**src/rtl/axi_st_patgen_f2h_top.sv**
```systemverilog
// AXI-ST full-to-half pattern generator.
// Builds 512-bit LFSR pattern words and sends each one as two 256-bit beats,
// low half first. Each word's lane seeds are also written to the checker's
// expected-data FIFO before the word's low beat handshakes.
module axi_st_patgen_f2h_top #(
  parameter logic [39:0] LANE0_SEED = 40'h00DEADBEEF,
  parameter logic [39:0] LANE1_SEED = 40'h123456789A
) (
  input  logic         wrclk,
  input  logic         rst,
  input  logic         patgen_en,
  input  logic [8:0]   patgen_cnt,
  input  logic         cntuspatt_en,
  input  logic         chkr_fifo_full,
  input  logic         axist_tready,
  output logic         axist_valid,
  output logic [255:0] axist_tx_data,
  output logic [79:0]  patgen_din,
  output logic         patgen_din_wr,
  output logic         patgen_busy,
  output logic         patgen_done,
  output logic [8:0]   patgen_sent_cnt
);

  localparam int unsigned LANE_W = 40;
  localparam int unsigned HALF_W = 256;
  localparam int unsigned CNT_W  = 9;
  localparam int unsigned REPS   = 6;

  // A zero seed would lock the LFSR at zero, so it is replaced with 1.
  localparam logic [LANE_W-1:0] SEED0 = (LANE0_SEED == '0) ? LANE_W'(1) : LANE0_SEED;
  localparam logic [LANE_W-1:0] SEED1 = (LANE1_SEED == '0) ? LANE_W'(1) : LANE1_SEED;

  typedef enum logic [2:0] {
    ST_IDLE    = 3'd0,
    ST_LOAD    = 3'd1,
    ST_SEND_LO = 3'd2,
    ST_SEND_HI = 3'd3,
    ST_DONE    = 3'd4
  } state_t;

  // Replicate a 40-bit lane across a 256-bit half; the top 16 bits take lane[15:0].
  function automatic logic [HALF_W-1:0] build_half(input logic [LANE_W-1:0] lane);
    logic [HALF_W-1:0] h;
    h = '0;
    for (int i = 0; i < int'(REPS); i++) begin
      h[LANE_W*i +: LANE_W] = lane;
    end
    h[HALF_W-1 -: 16] = lane[15:0];
    return h;
  endfunction

  // Fibonacci step: shift left, feedback from taps 39/37/20/18.
  function automatic logic [LANE_W-1:0] lfsr_step(input logic [LANE_W-1:0] l);
    return {l[LANE_W-2:0], l[39] ^ l[37] ^ l[20] ^ l[18]};
  endfunction

  state_t              state_q, state_d;
  logic                en_r_q, en_rr_q, cen_r_q, cen_rr_q;
  logic                cont_q, cont_d;
  logic [CNT_W-1:0]    cnt_q, cnt_d;
  logic [CNT_W-1:0]    sent_q, sent_d;
  logic [LANE_W-1:0]   lfsr0_q, lfsr0_d, lfsr1_q, lfsr1_d;
  logic [LANE_W-1:0]   hi_lane_q, hi_lane_d;
  logic                valid_q, valid_d;
  logic [HALF_W-1:0]   data_q, data_d;
  logic [2*LANE_W-1:0] din_q, din_d;
  logic                din_wr_q, din_wr_d;
  logic                busy_q, busy_d;
  logic                done_q, done_d;
  logic                start_c;
  logic                hs_c;

  assign start_c = (en_r_q & ~en_rr_q) | (cen_r_q & ~cen_rr_q);
  assign hs_c    = valid_q & axist_tready;

  // Next-state, datapath and registered-output decode.
  always_comb begin
    state_d   = state_q;
    cont_d    = cont_q;
    cnt_d     = cnt_q;
    sent_d    = sent_q;
    lfsr0_d   = lfsr0_q;
    lfsr1_d   = lfsr1_q;
    hi_lane_d = hi_lane_q;
    data_d    = data_q;
    din_d     = din_q;
    din_wr_d  = 1'b0;

    case (state_q)
      ST_IDLE: begin
        if (start_c) begin
          cont_d = cen_r_q;
          cnt_d  = patgen_cnt;
          sent_d = '0;
          if (!cen_r_q && (patgen_cnt == '0)) begin
            state_d = ST_DONE;
          end else begin
            state_d = ST_LOAD;
          end
        end
      end
      ST_LOAD: begin
        if (!chkr_fifo_full) begin
          hi_lane_d = lfsr1_q;
          data_d    = build_half(lfsr0_q);
          din_d     = {lfsr1_q, lfsr0_q};
          din_wr_d  = 1'b1;
          lfsr0_d   = lfsr_step(lfsr0_q);
          lfsr1_d   = lfsr_step(lfsr1_q);
          state_d   = ST_SEND_LO;
        end
      end
      ST_SEND_LO: begin
        if (hs_c) begin
          data_d  = build_half(hi_lane_q);
          state_d = ST_SEND_HI;
        end
      end
      ST_SEND_HI: begin
        if (hs_c) begin
          sent_d = (sent_q == '1) ? sent_q : sent_q + CNT_W'(1);
          if (!cont_q && ((10'({1'b0, sent_q}) + 10'd1) == 10'({1'b0, cnt_q}))) begin
            state_d = ST_DONE;
          end else if (cont_q && !cen_r_q) begin
            state_d = ST_DONE;
          end else begin
            state_d = ST_LOAD;
          end
        end
      end
      ST_DONE: begin
        state_d = ST_IDLE;
      end
      default: begin
        state_d = ST_IDLE;
      end
    endcase

    valid_d = (state_d == ST_SEND_LO) || (state_d == ST_SEND_HI);
    busy_d  = (state_d == ST_LOAD) || valid_d;
    done_d  = (state_d == ST_DONE);
  end

  // State, datapath and output registers.
  always_ff @(posedge wrclk or posedge rst) begin
    if (rst) begin
      state_q   <= ST_IDLE;
      en_r_q    <= 1'b0;
      en_rr_q   <= 1'b0;
      cen_r_q   <= 1'b0;
      cen_rr_q  <= 1'b0;
      cont_q    <= 1'b0;
      cnt_q     <= '0;
      sent_q    <= '0;
      lfsr0_q   <= SEED0;
      lfsr1_q   <= SEED1;
      hi_lane_q <= '0;
      valid_q   <= 1'b0;
      data_q    <= '0;
      din_q     <= '0;
      din_wr_q  <= 1'b0;
      busy_q    <= 1'b0;
      done_q    <= 1'b0;
    end else begin
      state_q   <= state_d;
      en_r_q    <= patgen_en;
      en_rr_q   <= en_r_q;
      cen_r_q   <= cntuspatt_en;
      cen_rr_q  <= cen_r_q;
      cont_q    <= cont_d;
      cnt_q     <= cnt_d;
      sent_q    <= sent_d;
      lfsr0_q   <= lfsr0_d;
      lfsr1_q   <= lfsr1_d;
      hi_lane_q <= hi_lane_d;
      valid_q   <= valid_d;
      data_q    <= data_d;
      din_q     <= din_d;
      din_wr_q  <= din_wr_d;
      busy_q    <= busy_d;
      done_q    <= done_d;
    end
  end

  assign axist_valid     = valid_q;
  assign axist_tx_data   = data_q;
  assign patgen_din      = din_q;
  assign patgen_din_wr   = din_wr_q;
  assign patgen_busy     = busy_q;
  assign patgen_done     = done_q;
  assign patgen_sent_cnt = sent_q;

endmodule

```
**config.mk**
```make
export PLATFORM = sky130hd
export DESIGN_NAME = axi_st_patgen_f2h_top
export DESIGN_NICKNAME = d
export VERILOG_FILES = /design/src/rtl/axi_st_patgen_f2h_top.sv
export SDC_FILE = /design/constraint.sdc
export NUM_CORES = 1
export LEC_CHECK = 0
export BUFFER_PORTS_ARGS = -buffer_cell sky130_fd_sc_hd__buf_2
export CORE_MARGIN = 5
export CORE_UTILIZATION = 44
export DETAILED_ROUTE_END_ITERATION = 10
export PLACE_DENSITY = 0.74
export SYNTH_ARGS = -nofsm -noshare
export SYNTH_HDL_FRONTEND = slang
export SYNTH_SLANG_ARGS = --single-unit
```
**constraint.sdc**
```tcl
create_clock -name wrclk -period 13.1 [get_ports wrclk]
set_input_delay 0.655 -clock wrclk [delete_from_list [all_inputs] [get_ports wrclk]]
set_output_delay 0.655 -clock wrclk [all_outputs]
set_load 0.005 [all_outputs]
```
==> flow_metrics.env <==
export IMPL_status="complete, no violations"
export IMPL_layout_drive_gt1_share_pct=40.5
export IMPL_die_h_microns=159
export IMPL_hold_ws_ns=0.338
export IMPL_drtPass1Iterations=4
export IMPL_synth_nets=1055
export IMPL_sw_frac_of_total_pct=35.6
export IMPL_cp_slowest_cell="or4b_4"
export IMPL_wl_per_cell_microns=14.6
export IMPL_cts_buffer_depth=2
export IMPL_netlist_instances=1038
export IMPL_track_usage_pct=16.3
export IMPL_fp_coreArea_sq_um=21800
export IMPL_synth_edff_count=0
export IMPL_max_freq_ghz=0.315
export IMPL_dieArea_sq_um=25200
export IMPL_maxSlewViolCount=0
export IMPL_leakage_nw=5.89
export IMPL_grt_max_degree=126
export IMPL_num_antenna_cells=0
export IMPL_viasPerCell=4.57
export IMPL_routabilityCongestion=0.762
export IMPL_clock_root_buffer="clkbuf_16"
export IMPL_wl_met1_mm=8.90
export IMPL_top_layer="met4"
export IMPL_async_reset_ff_share_pct=100
export IMPL_cp_end_kind="register"
export IMPL_place_worst_setup_slack_ns=9.61
export IMPL_postCtsSetupBuffers=0
export IMPL_stdcell_count=1426
export IMPL_die_x_microns=159
export IMPL_min_period_ns=3.18
export IMPL_power_frac_comb_pct=36.7
export IMPL_seqPwrFrac_pct=37.4
export IMPL_route_antenna_remaining_nets=0
export IMPL_yosys_area_share_simple_pct=16.6
export IMPL_cts_sinks=192
export IMPL_post_dp_cell_area_sq_um=9850
export IMPL_startpoint_type="register"
export IMPL_cts_resized=0
export IMPL_drv_cap=0
export IMPL_synthXorXnorAreaFrac_pct=1.71
export IMPL_io_buffers=363
export IMPL_path_clk_slew_ns=0.08
export IMPL_setup_viol=0
export IMPL_ys_types=40
export IMPL_synthMuxAreaShare_pct=5.27
export IMPL_initial_utilization_pct=44.6
export IMPL_clk_latency_ns=0.42
export IMPL_ys_warn_count=0
export IMPL_crit_buf_inv=1
export IMPL_finalClockSkew_ns=0.0142
export IMPL_ys_flop_type="dfrtp_1"
export IMPL_power_frac_clock_pct=25.9
export IMPL_areaGrowthSynthToFinish_pct=7.62
export IMPL_antenna_found_initial=0
export IMPL_rrSetupSlack_ns=9.92
export IMPL_fill_cells=2032
export IMPL_cp_max_fo=82
export IMPL_hp_class="in -> reg"
export IMPL_grt_pass1_vias=6444
export IMPL_drtIter0Drc=313
export IMPL_synth_compound_area_share_pct=4.56
export IMPL_critPathTopFamily="compound AO/OA/AOI/OAI gates"
export IMPL_fin_area_sq_um=10500
export IMPL_fin_util_pct=48.0
export IMPL_path_cells="or4b_4 -> inv_4 -> a31o_4 -> nor2_1 -> a21oi_1"
export IMPL_numCtsBuffers=17
export IMPL_cell_internal_pwr_mw=1.40
export IMPL_period_share_pct=24.2
export IMPL_worstSetupPathType="reg -> reg"
export IMPL_synth_top_family_by_area="buffers and inverters"
export IMPL_synth_seq_cells=192
export IMPL_wirelength_mm=20.8
export IMPL_wl_met2_mm=10.0
export IMPL_gr_total_overflow=0
export IMPL_rows=54
export IMPL_ys_seq_area_share_pct=49.9
export IMPL_p_total_mw=2.17
export IMPL_power_density_nw_per_um2=207
export IMPL_vdd_ir_drop_max_v=0.000124
export IMPL_syn_area_per_cell_sq_um=9.38
export IMPL_power_switching_mw=0.771
export IMPL_holdBufCountCts=0
export IMPL_grt_pass1_wl_mm=34.9
export IMPL_drc_errors=0
export IMPL_arrival_ns=3.51
export IMPL_pin_count=364
export IMPL_fin_ws_ns=9.92
export IMPL_vias=6519
export IMPL_cts_tree="done"
export IMPL_tightest_slew_ns=0.937
export IMPL_wl_met3_mm=1.53
export IMPL_hold_viol=0
export IMPL_required_ns=13.44
export IMPL_setup_tns_ns=0
export IMPL_slew_headroom_pct=37.5
export IMPL_htreeDepth=4
export IMPL_dp_hpwl_mm=14.3
export IMPL_synth_area_sq_um=9730
export IMPL_dp_cells=1394
export IMPL_cpPeakStageDelay_ns=0.81
export IMPL_nets=1150
export IMPL_rsz0062_at_grt="no"
export IMPL_synth_adder_area_share_pct=0.257
-- registers in the layout, indices dropped and copies added, names as in the netlist, 3 cells and up --
name,cells
axist_tx_data,40
cnt_q,9
hi_lane_q,19
lfsr0_q,39
lfsr1_q,39
patgen_din,25
patgen_sent_cnt,9
state_q,3
-- cell type report --
class / count / area (sq um) / share of cell area [%]
Clock inverter: 11 / 176 / 1.68
Tap cell: 280 / 350 / 3.34
Sequential cell: 192 / 4860 / 46.4
Multi-Input combinational cell: 553 / 2780 / 26.5
Inverter: 3 / 21.3 / 0.203
Timing Repair Buffer: 366 / 1840 / 17.6
Clock buffer: 21 / 450 / 4.30
-- cells in the final DEF, fill, tap and decap left out, types with 2 or more instances in the layout --
cell / n
buf_2: 363
nor4_1: 3
clkbuf_16: 17
xor2_1: 5
nand2_1: 331
and3_1: 4
nand3b_1: 3
and2_1: 2
clkbuf_1: 3
buf_4: 3
a21oi_2: 9
dfrtp_1: 151
xnor2_1: 14
a31o_2: 2
dfstp_2: 41
nor3_1: 2
o31ai_1: 2
o211ai_1: 2
nor2_1: 48
o21ai_0: 17
inv_6: 4
nand2b_1: 2
nor2b_1: 4
ha_1: 2
mux2i_1: 40
a21oi_1: 32
nand3_1: 6
a22o_1: 2
bufinv_16: 4
mux2_2: 10
-- cells in the mapped netlist, types with 3 or more instances --
master / count / area [sq um]
mux2_2: 10 / 113
a21oi_2: 9 / 78.8
o21ai_0: 17 / 85.1
dfrtp_1: 151 / 3780
nand3b_1: 3 / 22.5
nor2_1: 48 / 180
nor4_1: 3 / 18.8
nor2b_1: 4 / 25.0
buf_4: 257 / 1930
buf_6: 5 / 56.3
mux2i_1: 40 / 400
dfstp_2: 41 / 1080
clkbuf_1: 20 / 75.1
a31o_2: 3 / 26.3
buf_2: 7 / 35.0
xor2_1: 5 / 43.8
nand2_1: 331 / 1240
nand3_1: 6 / 30.0
and3_1: 4 / 25.0
a21oi_1: 32 / 160
xnor2_1: 14 / 123
-- power groups by stage --
stage | registers [mW] | logic [mW] | clock network [mW]
3_3_place_gp | 0.817 | 0.804 | 0
4_1_cts | 0.814 | 0.818 | 0.576
3_5_place_dp | 0.824 | 0.814 | 0
5_1_grt | 0.841 | 0.879 | 0.605
6_report | 0.811 | 0.796 | 0.561
2_1_floorplan | 0.817 | 0.819 | 0
-- metal layers --
metal | up-vias | global-route usage (%)
li1 | 3226 | -
met1 | 3048 | 21.3
met2 | 223 | 26.3
met3 | 22 | 4.87
met4 | 0 | 5.04
met5 | - | 0
-- final timing paths --
| path | endpoint | depth (start not counted) | start |
|---|---|---|---|
| worst max-delay path | axist_tx_data[236]$_DFFE_PP0P_ | 5 | state_q[2]$_DFF_PP0_ |
| worst min register to register | en_rr_q$_DFF_PP0_ | 0 | en_r_q$_DFF_PP0_ |
| worst max register to register | axist_tx_data[236]$_DFFE_PP0P_ | 5 | state_q[2]$_DFF_PP0_ |
| worst min-delay path | cen_r_q$_DFF_PP0_ | 1 | cntuspatt_en |
| min in group asynchronous | patgen_din[22]$_DFFE_PP0P_ | 2 | rst |
| max in group asynchronous | lfsr1_q[38]$_DFFE_PP0P_ | 3 | rst |
-- cell families (layout without fill, tap and decap cells) --
kind of cell	count (synthesis)	count (layout)
adder cells (fa/ha/maj)	2	2
AND/OR/NAND/NOR	410	410
buffers and inverters	293	401
flip-flops	192	192
multiplexers	50	50
XOR/XNOR	19	19
AO/OA/AOI/OAI	72	72
(Power assumes the default switching activity.)
